File: config.mk
export PLATFORM = sky130hd
export DESIGN_NAME = ldst_dma_unit
export DESIGN_NICKNAME = d
export VERILOG_FILES = /design/src/rtl/ldst_dma_unit.sv
export SDC_FILE = /design/constraint.sdc
export NUM_CORES = 1
export LEC_CHECK = 0
export ABC_AREA = 0
export CAP_MARGIN = 20
export CORE_UTILIZATION = 52
export CTS_CLUSTER_SIZE = 28
export DETAILED_ROUTE_END_ITERATION = 8
export PLACE_DENSITY_LB_ADDON = 0.05
export REMOVE_ABC_BUFFERS = 1
export SLEW_MARGIN = 20
export SYNTH_ARGS = -nofsm -noshare
export SYNTH_HDL_FRONTEND = slang
export SYNTH_HIERARCHICAL = 1
export SYNTH_SLANG_ARGS = --single-unit
File: constraint.sdc
create_clock -name clock -period 8.95 [get_ports clock]
set_input_delay 2.685 -clock clock [delete_from_list [all_inputs] [get_ports clock]]
set_output_delay 2.685 -clock clock [all_outputs]
set_load 0.01 [all_outputs]
File: src/rtl/ldst_dma_unit.sv
// ldst_dma_unit: one strided load/store DMA engine shared by NUM_CH command
// channels. Loads are credit-limited so read returns always fit the return FIFO.

// Per-channel output stage: only the channel that owns the engine sees activity.
module ldst_dma_lane #(
  parameter int WIDTH_DATA = 32
) (
  input  logic                  sel,
  input  logic                  cmd_win,
  input  logic                  st_ready,
  input  logic                  ld_valid,
  input  logic [WIDTH_DATA-1:0] ld_data,
  input  logic                  ld_last,
  input  logic                  done,
  output logic                  lane_cmd_ready,
  output logic                  lane_st_ready,
  output logic                  lane_ld_valid,
  output logic [WIDTH_DATA-1:0] lane_ld_data,
  output logic                  lane_ld_last,
  output logic                  lane_done
);
  // gate shared engine signals down to this lane
  always_comb begin
    lane_cmd_ready = cmd_win;
    lane_st_ready  = sel & st_ready;
    lane_ld_valid  = sel & ld_valid;
    lane_ld_data   = (sel & ld_valid) ? ld_data : '0;
    lane_ld_last   = sel & ld_valid & ld_last;
    lane_done      = sel & done;
  end
endmodule

module ldst_dma_unit #(
  parameter int WIDTH_DATA   = 32,
  parameter int WIDTH_ADDR   = 10,
  parameter int WIDTH_LENGTH = 10,
  parameter int NUM_CH       = 2,
  parameter int DEPTH_RET    = 4
) (
  input  logic                                 clock,
  input  logic                                 reset,
  input  logic [NUM_CH-1:0]                    I_Cmd_Valid,
  output logic [NUM_CH-1:0]                    O_Cmd_Ready,
  input  logic [NUM_CH-1:0]                    I_Cmd_Dir,
  input  logic [NUM_CH-1:0][WIDTH_ADDR-1:0]    I_Cmd_Base,
  input  logic [NUM_CH-1:0][WIDTH_ADDR-1:0]    I_Cmd_Stride,
  input  logic [NUM_CH-1:0][WIDTH_LENGTH-1:0]  I_Cmd_Length,
  input  logic [NUM_CH-1:0]                    I_St_Valid,
  input  logic [NUM_CH-1:0][WIDTH_DATA-1:0]    I_St_Data,
  output logic [NUM_CH-1:0]                    O_St_Ready,
  output logic [NUM_CH-1:0]                    O_Ld_Valid,
  output logic [NUM_CH-1:0][WIDTH_DATA-1:0]    O_Ld_Data,
  output logic [NUM_CH-1:0]                    O_Ld_Last,
  input  logic [NUM_CH-1:0]                    I_Ld_Ready,
  output logic [NUM_CH-1:0]                    O_Done,
  output logic                                 O_Mem_Req,
  output logic                                 O_Mem_We,
  output logic [WIDTH_ADDR-1:0]                O_Mem_Addr,
  output logic [WIDTH_DATA-1:0]                O_Mem_WData,
  input  logic                                 I_Mem_Gnt,
  input  logic                                 I_Mem_RValid,
  input  logic [WIDTH_DATA-1:0]                I_Mem_RData,
  output logic                                 O_Busy
);
  localparam int CW = (NUM_CH > 1) ? $clog2(NUM_CH) : 1;
  localparam int AW = $clog2(DEPTH_RET);
  localparam int NW = AW + 1;

  typedef enum logic [1:0] {IDLE, RUN, DRAIN, DONE} state_t;

  typedef struct packed {
    logic                    dir;
    logic [WIDTH_ADDR-1:0]   stride;
    logic [WIDTH_LENGTH-1:0] len;
  } desc_t;

  state_t                  state, state_nxt;
  desc_t                   desc;
  logic [CW-1:0]           g, rr_ptr, win_idx;
  logic                    rr_seen, win_found;
  int                      rr_start;
  logic [WIDTH_ADDR-1:0]   addr;
  logic [WIDTH_LENGTH-1:0] iss_cnt, pop_cnt;
  logic [NW-1:0]           outst, fcnt;
  logic [AW-1:0]           wp, rp;
  logic [WIDTH_DATA-1:0]   ret_mem [DEPTH_RET];
  logic [NW:0]             inflight;
  logic                    credit_ok, cmd_take, mem_req, mem_we, ld_vld, done;
  logic                    grant, ld_grant, last_grant, st_rdy, ld_last, pop, push;

  // credit = DEPTH_RET - fifo_count - outstanding, kept non-negative by construction
  assign inflight   = {1'b0, fcnt} + {1'b0, outst};
  assign credit_ok  = inflight < (NW+1)'(DEPTH_RET);
  assign grant      = mem_req & I_Mem_Gnt;
  assign ld_grant   = grant & ~desc.dir;
  assign st_rdy     = grant & desc.dir;
  assign last_grant = grant && (iss_cnt == desc.len - WIDTH_LENGTH'(1));
  assign ld_last    = ld_vld && (pop_cnt == desc.len - WIDTH_LENGTH'(1));
  assign pop        = ld_vld & I_Ld_Ready[g];
  // returns with nothing outstanding belong to an abandoned descriptor
  assign push       = I_Mem_RValid & (outst != '0);

  // round-robin pick: search starts after the last served channel, ch0 after reset
  always_comb begin
    rr_start = 0;
    if (rr_seen) rr_start = int'(rr_ptr) + 1;
    if (rr_start >= NUM_CH) rr_start = 0;
    win_found = 1'b0;
    win_idx   = '0;
    for (int i = 0; i < NUM_CH; i++)
      if (!win_found && i >= rr_start && I_Cmd_Valid[i]) begin
        win_found = 1'b1;
        win_idx   = CW'(i);
      end
    for (int i = 0; i < NUM_CH; i++)
      if (!win_found && i < rr_start && I_Cmd_Valid[i]) begin
        win_found = 1'b1;
        win_idx   = CW'(i);
      end
  end

  // FSM state register
  always_ff @(posedge clock) begin
    if (reset) state <= IDLE;
    else       state <= state_nxt;
  end

  // FSM next state
  always_comb begin
    state_nxt = state;
    case (state)
      IDLE:    if (cmd_take) state_nxt = (I_Cmd_Length[win_idx] == '0) ? DONE : RUN;
      RUN:     if (last_grant) state_nxt = desc.dir ? DONE : DRAIN;
      DRAIN:   if (outst == '0 && fcnt == '0) state_nxt = DONE;
      DONE:    state_nxt = IDLE;
      default: state_nxt = IDLE;
    endcase
  end

  // FSM outputs
  always_comb begin
    cmd_take = 1'b0;
    mem_req  = 1'b0;
    mem_we   = 1'b0;
    ld_vld   = 1'b0;
    done     = 1'b0;
    case (state)
      IDLE: cmd_take = win_found & ~reset;
      RUN: begin
        if (desc.dir) begin
          mem_req = I_St_Valid[g];
          mem_we  = 1'b1;
        end else begin
          mem_req = credit_ok;
          ld_vld  = fcnt != '0;
        end
      end
      DRAIN:   ld_vld = fcnt != '0;
      DONE:    done = 1'b1;
      default: ;
    endcase
  end

  // descriptor latch, address accumulator, word counters, arbitration pointer
  always_ff @(posedge clock) begin
    if (reset) begin
      desc    <= '0;
      g       <= '0;
      rr_ptr  <= '0;
      rr_seen <= 1'b0;
      addr    <= '0;
      iss_cnt <= '0;
      pop_cnt <= '0;
    end else begin
      if (cmd_take) begin
        g           <= win_idx;
        desc.dir    <= I_Cmd_Dir[win_idx];
        desc.stride <= I_Cmd_Stride[win_idx];
        desc.len    <= I_Cmd_Length[win_idx];
        addr        <= I_Cmd_Base[win_idx];
        iss_cnt     <= '0;
        pop_cnt     <= '0;
      end
      if (grant) begin
        addr    <= addr + desc.stride;
        iss_cnt <= iss_cnt + WIDTH_LENGTH'(1);
      end
      if (pop) pop_cnt <= pop_cnt + WIDTH_LENGTH'(1);
      if (state == DONE) begin
        rr_ptr  <= g;
        rr_seen <= 1'b1;
      end
    end
  end

  // outstanding-read count and return FIFO pointers
  always_ff @(posedge clock) begin
    if (reset) begin
      outst <= '0;
      fcnt  <= '0;
      wp    <= '0;
      rp    <= '0;
    end else begin
      case ({ld_grant, push})
        2'b10:   outst <= outst + NW'(1);
        2'b01:   outst <= outst - NW'(1);
        default: ;
      endcase
      case ({push, pop})
        2'b10:   fcnt <= fcnt + NW'(1);
        2'b01:   fcnt <= fcnt - NW'(1);
        default: ;
      endcase
      if (push) wp <= wp + AW'(1);
      if (pop)  rp <= rp + AW'(1);
    end
  end

  // return FIFO storage; contents are don't-care while empty
  always_ff @(posedge clock) begin
    if (push) ret_mem[wp] <= I_Mem_RData;
  end

  assign O_Mem_Req   = mem_req;
  assign O_Mem_We    = mem_we;
  assign O_Mem_Addr  = mem_req ? addr : '0;
  assign O_Mem_WData = (mem_req & desc.dir) ? I_St_Data[g] : '0;
  assign O_Busy      = state != IDLE;

  for (genvar i = 0; i < NUM_CH; i++) begin : g_lane
    ldst_dma_lane #(.WIDTH_DATA(WIDTH_DATA)) u_lane (
      .sel            (g == CW'(i)),
      .cmd_win        (cmd_take && (win_idx == CW'(i))),
      .st_ready       (st_rdy),
      .ld_valid       (ld_vld),
      .ld_data        (ret_mem[rp]),
      .ld_last        (ld_last),
      .done           (done),
      .lane_cmd_ready (O_Cmd_Ready[i]),
      .lane_st_ready  (O_St_Ready[i]),
      .lane_ld_valid  (O_Ld_Valid[i]),
      .lane_ld_data   (O_Ld_Data[i]),
      .lane_ld_last   (O_Ld_Last[i]),
      .lane_done      (O_Done[i])
    );
  end
endmodule

==> impl_metrics.ini <==
[pwr]
swShare_pct = 32.3
pwr-share-comb_pct = 30.7
p_leak_uw = 0.00510
vdd_ir_drop_max_mv = 0.159
power-per-cell-area_nw_per_um2 = 205
pwr-share-clk_pct = 28.4
power.switching_uw = 916
intPower_uw = 1920
seqPwrFrac_pct = 40.9

[critical_path]
critical_path_class = in2out
max_stage_delay_ps = 610
cp.required_ps = 6270
rrSetupSlack_ps = 5230
critical_path_arrival_ps = 4730
path_cells = clkdlybuf4s50_1 > mux2i_1 > or2_2 > nor2_1 > and2_1 > clkdlybuf4s50_1
cp_slowest_cell = or2_2
worstPathMaxFanout = 33
end_kind = primary output
start_kind = primary input
critPathMostFrequentCell = clkdlybuf4s50_1

[placement]
portBuffers = 286
pre_cts_ws_ps = 1530
hpwl_mm = 18.0
gp_congestion = 0.835
post-place-cells = 1385

[synth]
synth.distinct_cells = 62
syn_avg_cell_area_um2 = 11.4
synth-async-reset-ratio_pct = 0
synth_common_cells = edfxtp_1, nor2_1, dfxtp_1, mux2i_1, and3_1
ys.flop_type = edfxtp_1
synth_edf_count = 128
synth_top_area_share_pct = 37.5
yosysMostFrequentCell = edfxtp_1
synthCells = 897
yosys.area.top_type = edfxtp_1
synth_seq_cells = 196
ys_top_cells_by_area = edfxtp_1, dfxtp_1, mux4_2
syn-cell-area_um2 = 10200
yosysSeqAreaShare_pct = 50.8
ys_warn_count = 6

[timing]
finalSetupTns_ps = 0
fin_worst_skew_ps = 9.42
worst_slack_ps = 1540
rsz0062_at_grt = no
maxSlewViolCount = 0
finalCriticalPeriod_ps = 7410
slew-limit-headroom_pct = 34.6
fmax_mhz = 135
hold_violations = 0
finalSetupViolCount = 0
finalCritPeriodShare_pct = 82.8
tightest_slew_ps = 981

[clock_tree]
clk_path_buf_depth = 2
cts_inserted_buffers = 17
htreeDepth = 4
cts_tree = built
clock_latency_ps = 440
post_cts_buffers = 0
clock-sinks = 196
cts_resized = 0
cts_root_buf = clkbuf_16
clkSlewWorstSetupHoldPaths_ps = 70
holdBufCountCts = 0

[drt]
vias_per_cell = 5.57
route.antenna.remaining_nets = 0
drtIter0Drc = 483
routed_wl_mm = 25.6
num_vias = 7888
dr.pass1.iters = 5
avgRoutedWirePerCell_um = 18.1
route.detailed.drc = 0

[grt]
grt_first_pass_wirelength_mm = 38.8
grt_start_max_net_pins = 75
antenna_found_initial = 0
grt_pass1_vias = 7429
grt_overflow = 0
grt_use_total_pct = 25.4

[run]
max-cap-violations = 0

[cells_and_area]
antenna_cells_inserted = 0
fin_cells = 1417
areaGrowthSynthToFinish_pct = 35.1
fill_cells = 1377
final_net_count = 1339
drive_gt1_share_pct = 9.42

[run_status]
run_status = complete, no violations

[min_path]
hp-class = reg2reg

[floorplan]
ioPinCount = 287
start_util_pct = 53.8
core_area_um2 = 19000
row_count = 50
dieHeight_um = 142
dieArea_um2 = 20300
dieWidth_um = 142
==> through the flow <==
step / hold WS, ps / cell area [um2] / utilization [%] / power [uW]
finish: 493 / 13800 / 72.8 / 2830
global route: 515 / 13800 / 72.8 / 2990
CTS: 490 / 13800 / 72.7 / 2840
detailed placement: 476 / 13200 / 69.4 / 2050
global placement: 455 / 13200 / 69.2 / 2020
floorplan: 440 / 9920 / - / 1730
==> registers in the layout (all words and copies together), names as in the netlist, 2 cells and up, named ones only <==
register and flops:
state 2, rp 2, ret_mem 128, wp 2, fcnt 3, pop_cnt 10
iss_cnt 10, addr 10, desc 21, outst 3
==> cell families after synthesis <==
logic type      after synthesis  synth area share, %
compound gates              133                 8.37
xor+xnor                     37                 3.16
fa+ha+maj                    27                 3.52
buf+inv                      91                 4.03
flops                       196                 50.8
mux                         101                 13.8
simple gates                312                 16.3
==> power groups by stage <==
| stage | Sequential (uW) | Combinational, uW | Clock, uW |
|---|---|---|---|
| CTS | 1160 | 872 | 814 |
| detailed placement | 1180 | 867 | 0 |
| global placement | 1180 | 848 | 0 |
| global route | 1170 | 968 | 849 |
| finish | 1160 | 871 | 806 |
| floorplan | 1150 | 581 | 0 |
==> per-layer routing <==
layer / share of wire, % / global-route usage (%) / vias to the layer above
met4: 2.8 / 11.2 / 0
met3: 6.7 / 5.05 / 31
met2: 50 / 44.8 / 267
li1: - / - / 3829
met5: 0 / 0 / -
met1: 40 / 30.1 / 3761
==> cell usage in the layout, fill, tap and decap left out, types with 8 or more instances in the layout <==
master,synthesis,layout
and3_2,14,14
nand3_1,19,19
dfxtp_1,68,65
xnor2_1,17,17
ha_1,24,24
and2_1,21,17
clkbuf_16,0,17
nand2_1,17,16
or3_1,8,8
o21ai_0,17,17
and3_1,63,63
clkdlybuf4s50_1,0,285
nor2_1,117,116
inv_1,26,26
xor2_1,20,20
mux2i_1,68,68
nor3_1,12,12
mux4_2,32,32
edfxtp_1,128,128
a211oi_1,37,37
a21oi_1,45,45
==> critical path, delay by kind of cell <==
family | cells | cell delay [ps]
mux | 1 | 110
simple gates | 3 | 950
buf+inv | 2 | 990
==> worst paths after layout <==
check / from / end / cells after the start
worst min register to register: pop_cnt[9]$_SDFFE_PP0P_ / pop_cnt[9]$_SDFFE_PP0P_ / 1
worst max register to register: state[1]$_SDFFE_PP0P_ / fcnt[2]$_SDFFE_PP0P_ / 12
worst min-delay path: pop_cnt[9]$_SDFFE_PP0P_ / pop_cnt[9]$_SDFFE_PP0P_ / 1
worst max-delay path: I_St_Valid[1] / O_St_Ready[1] / 6
==> area by class of cell <==
type	instances	area (um2)	share of cell area (%)
clock inverter	15	206	1.49
tap	260	325	2.35
sequential	196	5210	37.7
timing repair buffer	293	2930	21.2
inverter	26	97.6	0.705
clock buffer	17	425	3.07
multi-input combinational	610	4640	33.5
No activity file was read; power rests on OpenSTA's default activity.
